==> config.mk <==
export PLATFORM = sky130hd
export DESIGN_NAME = mem_arbiter
export DESIGN_NICKNAME = d
export VERILOG_FILES = /design/src/rtl/mem_arbiter.sv
export SDC_FILE = /design/constraint.sdc
export NUM_CORES = 1
export LEC_CHECK = 0
export CORE_MARGIN = 3
export CORE_UTILIZATION = 40
export CTS_CLUSTER_DIAMETER = 150
export DETAILED_ROUTE_END_ITERATION = 7
export PLACE_DENSITY = 0.8
export SLEW_MARGIN = 25
export SYNTH_ARGS = -nofsm -noshare
export SYNTH_HDL_FRONTEND = slang
export SYNTH_SLANG_ARGS = --single-unit
==> constraint.sdc <==
create_clock -name clk -period 3.4 [get_ports clk]
set_clock_uncertainty 0.1 [all_clocks]
set_input_delay 0.34 -clock clk [delete_from_list [all_inputs] [get_ports clk]]
set_output_delay 0.34 -clock clk [all_outputs]
set_load 0.005 [all_outputs]
==> src/rtl/mem_arbiter.sv <==
// Serialises fetch and data-port requests onto one single-ported memory with a fixed access
// latency and issues the final dump on halt. Define MEM_ARB_RR_EN for round-robin tie-breaking.
module mem_arbiter #(
  parameter int unsigned LATENCY = 4
) (
  input  logic        clk,
  input  logic        rst,
  input  logic        if_req,
  input  logic [15:0] if_addr,
  output logic [15:0] if_rdata,
  output logic        if_done,
  output logic        if_stall,
  input  logic        dm_req,
  input  logic        dm_wr,
  input  logic [15:0] dm_addr,
  input  logic [15:0] dm_wdata,
  output logic [15:0] dm_rdata,
  output logic        dm_done,
  output logic        dm_stall,
  input  logic        halt,
  output logic        mem_en,
  output logic        mem_wr,
  output logic [15:0] mem_addr,
  output logic [15:0] mem_wdata,
  input  logic [15:0] mem_rdata,
  output logic        mem_dump,
  output logic        busy
);

  localparam logic [2:0] StIdle   = 3'd0;
  localparam logic [2:0] StWait   = 3'd1;
  localparam logic [2:0] StAccess = 3'd2;
  localparam logic [2:0] StDone   = 3'd3;
  localparam logic [2:0] StDump   = 3'd4;
  localparam logic [2:0] StHalted = 3'd5;

  localparam logic [3:0] CntInit = 4'(LATENCY - 1);

  logic [2:0]  state_q, state_d;
  logic [3:0]  cnt_q, cnt_d;
  logic        owner_q, owner_d;  // 1 = data port
  logic        wr_q, wr_d;
  logic [15:0] addr_q, addr_d;
  logic [15:0] wdata_q, wdata_d;
  logic [15:0] if_rdata_q, dm_rdata_q;
  logic        grant_dm;
  logic        in_access;

`ifdef MEM_ARB_RR_EN
  logic last_owner_q;

  // On a tie the port not served most recently wins.
  assign grant_dm = dm_req & (~if_req | ~last_owner_q);

  always_ff @(posedge clk) begin
    if (!rst) begin
      last_owner_q <= 1'b0;
    end else if (state_q == StIdle && !halt && (if_req || dm_req)) begin
      last_owner_q <= grant_dm;
    end
  end
`else
  assign grant_dm = dm_req;
`endif

  always_comb begin
    state_d = state_q;
    cnt_d   = cnt_q;
    owner_d = owner_q;
    wr_d    = wr_q;
    addr_d  = addr_q;
    wdata_d = wdata_q;
    case (state_q)
      StIdle: begin
        if (halt) begin
          state_d = StDump;
        end else if (if_req || dm_req) begin
          owner_d = grant_dm;
          wr_d    = grant_dm & dm_wr;
          addr_d  = grant_dm ? dm_addr : if_addr;
          wdata_d = grant_dm ? dm_wdata : 16'h0000;
          if (LATENCY == 1) begin
            state_d = StAccess;
          end else begin
            state_d = StWait;
            cnt_d   = CntInit;
          end
        end
      end
      StWait: begin
        cnt_d = cnt_q - 4'd1;
        if (cnt_q == 4'd1) state_d = StAccess;
      end
      StAccess: state_d = StDone;
      StDone:   state_d = StIdle;
      StDump:   state_d = StHalted;
      StHalted: state_d = StHalted;
      default:  state_d = StIdle;
    endcase
  end

  always_ff @(posedge clk) begin
    if (!rst) begin
      state_q    <= StIdle;
      cnt_q      <= 4'd0;
      owner_q    <= 1'b0;
      wr_q       <= 1'b0;
      addr_q     <= 16'h0000;
      wdata_q    <= 16'h0000;
      if_rdata_q <= 16'h0000;
      dm_rdata_q <= 16'h0000;
    end else begin
      state_q <= state_d;
      cnt_q   <= cnt_d;
      owner_q <= owner_d;
      wr_q    <= wr_d;
      addr_q  <= addr_d;
      wdata_q <= wdata_d;
      if (state_q == StAccess && !wr_q) begin
        if (owner_q) dm_rdata_q <= mem_rdata;
        else         if_rdata_q <= mem_rdata;
      end
    end
  end

  assign in_access = (state_q == StAccess);

  // Enables are gated by reset so a reset landing on an access cycle never writes.
  assign mem_en    = in_access & rst;
  assign mem_wr    = in_access & wr_q & rst;
  assign mem_addr  = in_access ? addr_q : 16'h0000;
  assign mem_wdata = in_access ? wdata_q : 16'h0000;
  assign mem_dump  = (state_q == StDump);

  assign if_done  = (state_q == StDone) & ~owner_q;
  assign dm_done  = (state_q == StDone) & owner_q;
  assign if_stall = if_req & ~if_done;
  assign dm_stall = dm_req & ~dm_done;
  assign if_rdata = if_rdata_q;
  assign dm_rdata = dm_rdata_q;
  assign busy     = (state_q != StIdle);

endmodule

==> summary.txt, run 1 <==
Detailed routing
  • Routed WL per cell: 14.6 um
  • 1st-pass router iterations: 4
  • DRC viols: 0
  • Antenna-violating nets left: 0
  • Met3 WL post-DR: 683 um
  • Vias: 2,852
  • Highest Signal Layer: met4
  • Met2 wire len: 4.04 mm
  • Initial DRC count: 59
  • Total Wirelength: 8.37 mm
  • Metal1 wirelength: 3.51 mm
  • Avg Vias per Cell: 4.99

Synth
  • Asr flop ratio synth: 0%
  • Library cells used by synthesis: 48
  • Cell area after synthesis: 3280 um^2
  • Most common flop cell mapped by yosys: dfxtp_1
  • Synth Register Bits: 73
  • Mapped Nets: 406
  • Register area share after synthesis: 44.5%
  • Synthesized area per cell: 9.83 um^2
  • Yosys warnings: 0
  • Cells after synthesis: 334
  • Post-synth EDFFs: 0

Timing
  • Final Max Tran Viols: 0
  • # setup viols final: 0
  • Fin crit period: 2780 ps
  • F_max: 360 MHz
  • Post-route setup TNS: 0 ps
  • Worst-Margin Slew: 836 ps
  • Fin crit share: 81.7%
  • Slew headroom: 44.3%
  • Hold WS: 358 ps
  • Unrepaired setup endpoints after global routing: no
  • Hold Fails Final Rpt: 0

Worst setup path
  • Crit Path Class: reg2out
  • Data arrival time of the worst path: 2340 ps
  • Worst setup EP type: output pin
  • Crit path required time: 2960 ps
  • Nature of the critical path startpoint: flip-flop
  • Max FO, Critical Path: 24

Flow run
  • Max Cap Violations: 0

Status
  • Run status: finished, final reports clean

Clock network
  • CTS Buf Count: 9
  • Skew-Pair Late Insertion Delay: 330 ps
  • Deepest clock path buffer count: 2
  • Clk sinks: 73
  • Post-cts sizing count: 0
  • Hold_buf cts: 0
  • Clock Tree Root: clkbuf_8
  • Post-CTS Setup Inserts: 0
  • H-tree Lvls: 3
  • CTS tree: done
  • Clk slew on worst S/H paths: 70 ps

Global route
  • Global-route wire length before repair: 13.3 mm
  • Gr usage total: 18.1%
  • Remaining global-route overflow: 0
  • Initial antenna violation count: 0
  • Largest net degree at the start of global routing: 57
  • Vias in the first global route: 2,813

Die
  • Core area: 7850 um^2
  • Die Ht: 96.6 um
  • Rows: 32
  • Num ports: 142
  • Starting Density: 41.8%
  • DIE AREA: 9330 um^2
  • Die W: 96.6 um

Place
  • Post-DP Area: 4680 um^2
  • Routability congestion estimate: 0.775
  • Post-DP HPWL: 6.18 mm
  • PortBufs: 141

Layout
  • Post-Layout Inst Area: 4900 um^2
  • Layout area overhead: 49.2%
  • Layout cells sized above 1: 8.74%
  • Post-layout util: 62.4%
  • Nets: 536
  • Antenna diode count: 0

Pwr
  • P per Cell Area: 521 nW/um^2
  • Peak VDD IR: 0.297 mV
  • Pleak: 1.97 nW

Worst hold path
  • HP Class: reg2reg
critical path: stages, from the launching register on:
cell,delay [ps]
dfxtp_1,530
nor3b_4,470
buf_4,310
and2_2,170
clkdlybuf4s50_1,510
synth_stat cells (all sizes together), types with 3 or more instances:
library cell | instances | area [um^2]
a22o | 17 | 149
clkbuf | 14 | 52.6
o211ai | 3 | 22.5
nand2 | 51 | 191
and2 | 33 | 211
a21oi | 19 | 98.9
buf | 13 | 114
nor3 | 4 | 31.3
dfxtp | 73 | 1460
a211oi | 16 | 120
nor2b | 4 | 25.0
inv | 4 | 15.0
mux2i | 49 | 490
nor2 | 6 | 46.3
nor3b | 4 | 46.3
layer usage:
layer  vias to the layer above  track usage (%)
met2                       103             30.7
met5                         -                0
met1                      1306             21.7
met4                         0             7.13
met3                        12             5.11
li1                       1431                -
worst paths after layout:
path,start,to,slack [ps],depth (start not counted)
worst min-delay path,if_rdata[8],if_rdata[8],360,2
worst min register to register,if_rdata[8],if_rdata[8],360,2
worst max register to register,state_q[0],wdata_q[8],1250,3
worst max-delay path,state_q[1],mem_en,620,4
power by group:
group | internal (mW) | switching (mW)
registers | 0.990 | 0.122
clock network | 0.376 | 0.306
logic | 0.391 | 0.364
placed cells by master (no fill, tap or decap), types with 2 or more instances in the layout:
cell | Yosys | layout
clkinv_2 | 0 | 3
nor2b_1 | 4 | 4
nor3_1 | 3 | 3
and2_2 | 4 | 4
ha_1 | 2 | 2
nor2_1 | 4 | 4
buf_4 | 1 | 4
a22o_1 | 17 | 17
o211ai_1 | 3 | 3
a21oi_1 | 18 | 18
dfxtp_1 | 73 | 73
clkbuf_8 | 0 | 11
clkdlybuf4s50_1 | 0 | 140
a211oi_1 | 16 | 16
nand2_1 | 51 | 51
nor3b_1 | 2 | 2
mux2i_1 | 49 | 49
and2_1 | 29 | 29
or2_2 | 2 | 2
inv_1 | 3 | 3
per-stage QoR:
stage / setup WS (ps) / cells / power (mW)
global placement: 1010 / 554 / 1.86
finish: 623 / 571 / 2.55
global route: 425 / 571 / 2.70
floorplan: 1800 / 334 / 1.61
CTS: 584 / 570 / 2.57
detailed placement: 946 / 554 / 1.89
flip-flops by register name (all words and copies together) (netlist names):
register  flops
state_q       3
dm_rdata     16
wdata_q      16
wr_q          1
owner_q       1
addr_q       16
cnt_q         4
if_rdata     16
final cells by class:
class,count,area [um^2]
clock buffers,11,151
clock inverters,5,53.8
fillers,692,2950
inverters,4,15.0
multi-input cells,230,1640
flip-flops and latches,73,1460
well taps,102,128
repair buffers,146,1450
logic make-up after synthesis:
group                      after synthesis  synth area share, %
and+or+nand+nor                        113                 19.6
buffers and inverters                   31                 5.53
muxes                                   49                 14.9
AOI/OAI and AO/OA                       66                 14.6
DFF                                     73                 44.5
adders and majority gates                2                0.762
(Power assumes the default switching activity.)
==> run 2: changes to the inputs <==
- clock period: 3.4 -> 2.9 ns (I/O delays scaled with it)
==> run 2 against run 1 <==
Die area stayed put. Sequential share of layout area decreased by 0.44 points. Largest power group unchanged. Utilization grew 0.92 points. Non-clock buffer count rose by 5. Sequential power is 17% higher. Critical endpoint is now mem_addr[11]. Total power rose by 25%. Global-route usage increased by 0.12 points. Cell count increased by 0.88%. Count of clock-buffer cells in the layout unchanged. Clock power increased by 40%.
==> summary.txt, run 2 (synthesis gave the netlist of run 1 again) <==
Status
  • Run status: finished, final reports clean

Clock network
  • Post-CTS Setup Inserts: 0
  • Clk slew on worst S/H paths: 70 ps
  • CTS tree: done
  • Clk sinks: 73
  • Post-cts sizing count: 0
  • Deepest clock path buffer count: 2
  • CTS Buf Count: 9
  • Clock Tree Root: clkbuf_8
  • Hold_buf cts: 0
  • H-tree Lvls: 3
  • Skew-Pair Late Insertion Delay: 330 ps

Place
  • PortBufs: 141
  • Routability congestion estimate: 0.819
  • DP Worst Slack: 488 ps
  • Post-DP HPWL: 6.10 mm
  • DP Cell Count: 557

Worst setup path
  • R2r setup slk: 900 ps
  • R2R cell count: 5
  • Worst setup EP type: output pin
  • CP max stage delay: 550 ps
  • Critical-path cell list: nor3b_4 -> buf_4 -> buf_4 -> and2_1 -> clkdlybuf4s50_1
  • R2R Path End: addr_q[9]
  • Crit-path slowest cell: dfxtp_1
  • Max FO, Critical Path: 24
  • Crit Path Class: reg2out
  • Data arrival time of the worst path: 2250 ps
  • Nature of the critical path startpoint: flip-flop
  • Crit path required time: 2510 ps
  • Crit-path most repeated cell: buf_4
  • R2R Path Start: state_q[0]

Pwr
  • Clk network pwr share: 30.1%
  • P per Cell Area: 640 nW/um^2
  • Seq pwr share: 41.0%
  • Power Total: 3.18 mW
  • Comb power frac: 28.9%
  • Sw Ratio: 29.7%
  • Pleak: 2.01 nW
  • Peak VDD IR: 0.314 mV
  • Sw power: 0.944 mW
  • Internal Power: 2.24 mW

Layout
  • Filler cells: 632
  • Post-Layout Cell Count: 576
  • Commonest cells after routing, fill and taps aside: clkdlybuf4s50_1 (140), dfxtp_1 (73), nand2_1 (51)
  • Layout area overhead: 51.4%
  • Antenna diode count: 0
  • Nets: 541
  • Layout cells sized above 1: 9.49%
  • Most common cell after layout, fill and taps aside: clkdlybuf4s50_1

Global route
  • Initial antenna violation count: 0
  • Largest net degree at the start of global routing: 37
  • Gr usage total: 18.2%
  • Remaining global-route overflow: 0
  • Global-route wire length before repair: 13.2 mm
  • Vias in the first global route: 2,872

Detailed routing
  • Total Wirelength: 8.42 mm
  • DRC viols: 0
  • Vias: 2,902
  • Antenna-violating nets left: 0
  • Avg Vias per Cell: 5.04
  • Initial DRC count: 90
  • 1st-pass router iterations: 4
  • Routed WL per cell: 14.6 um

Die
  • Die Ht: 96.6 um
  • Core area: 7850 um^2
  • Starting Density: 41.8%
  • DIE AREA: 9330 um^2
  • Num ports: 142
  • Die W: 96.6 um
  • Rows: 32

Flow run
  • Max Cap Violations: 0

Timing
  • Post-route setup TNS: 0 ps
  • Final Max Tran Viols: 0
  • # setup viols final: 0
  • Slew headroom: 45.6%
  • Hold WS: 306 ps
  • Unrepaired setup endpoints after global routing: no
  • Worst-Margin Slew: 817 ps
  • Hold Fails Final Rpt: 0
  • F_max: 379 MHz
  • Setup WS post-layout: 263 ps
  • Fin crit period: 2640 ps
  • Fin crit share: 90.9%

Worst hold path
  • Startpoint of the worst hold path: rst
  • HP Class: in2reg
  • Min-Delay Endpoint: cnt_q[3]
  • Hold Path Cell Cnt: 3
-- run 2: changes by cell type in the layout (fill, tap and decap cells not counted) --
cell | before | now
clkinv_2 | 3 | 1
clkbuf_8 | 11 | 10
clkbuf_1 | 0 | 1
clkinv_4 | 1 | 0
clkinvlp_4 | 0 | 1
buf_6 | 1 | 0
buf_4 | 4 | 10
bufinv_16 | 1 | 3
-- run 2: layer usage --
metal	share of wire [%]	track usage, %	up-vias
li1	-	-	1438
met1	42	21.5	1344
met2	48	30.7	107
met3	8.5	6.66	13
met4	1.4	6.19	0
met5	0	0	-
-- run 2: how the worst max path moves through the flow --
| stage | startpoint | endpoint | cells after the start |
|---|---|---|---|
| finish | state_q[1] | mem_addr[11] | 5 |
| global route | state_q[1] | mem_addr[11] | 5 |
| CTS | state_q[1] | mem_addr[11] | 4 |
| detailed placement | state_q[1] | mem_en | 4 |
| global placement | state_q[1] | mem_en | 4 |
| floorplan | state_q[0] | state_q[0] | 4 |
-- run 2: cell type report --
class | instances | area (um^2) | share of cell area [%]
multi-input cells | 230 | 1640 | 33.0
repair buffers | 151 | 1480 | 29.8
flip-flops and latches | 73 | 1460 | 29.4
clock buffers | 11 | 141 | 2.85
well taps | 102 | 128 | 2.57
clock inverters | 5 | 103 | 2.06
inverters | 4 | 15.0 | 0.302
-- run 2: critical path: cells and delay by family (launching register included) --
kind / cells / cell delay [ps]
simple gates: 2 / 420
buf+inv: 3 / 940
flops: 1 / 550
-- run 2: power by group through the flow --
stage,Sequential [mW],Clock (mW),Combinational (mW)
after floorplan,1.25,0,0.643
after global placement,1.31,0,0.879
after detailed placement,1.32,0,0.911
after CTS,1.30,0.979,0.915
after global routing,1.33,1.03,1.00
final,1.30,0.958,0.920
-- run 2: per-stage QoR --
step	util [%]	area, um^2
after detailed placement	59.9	4700
after global placement	59.9	4700
after floorplan	-	3280
after CTS	63.0	4950
after global routing	63.3	4970
final	63.3	4970
==> run 3: changes to the inputs <==
- CAP_MARGIN: default -> 40
- SKIP_LAST_GASP: default -> 1
==> results of run 3 <==
Same layout as run 2: the final DEF is identical, and so are final timing and power.
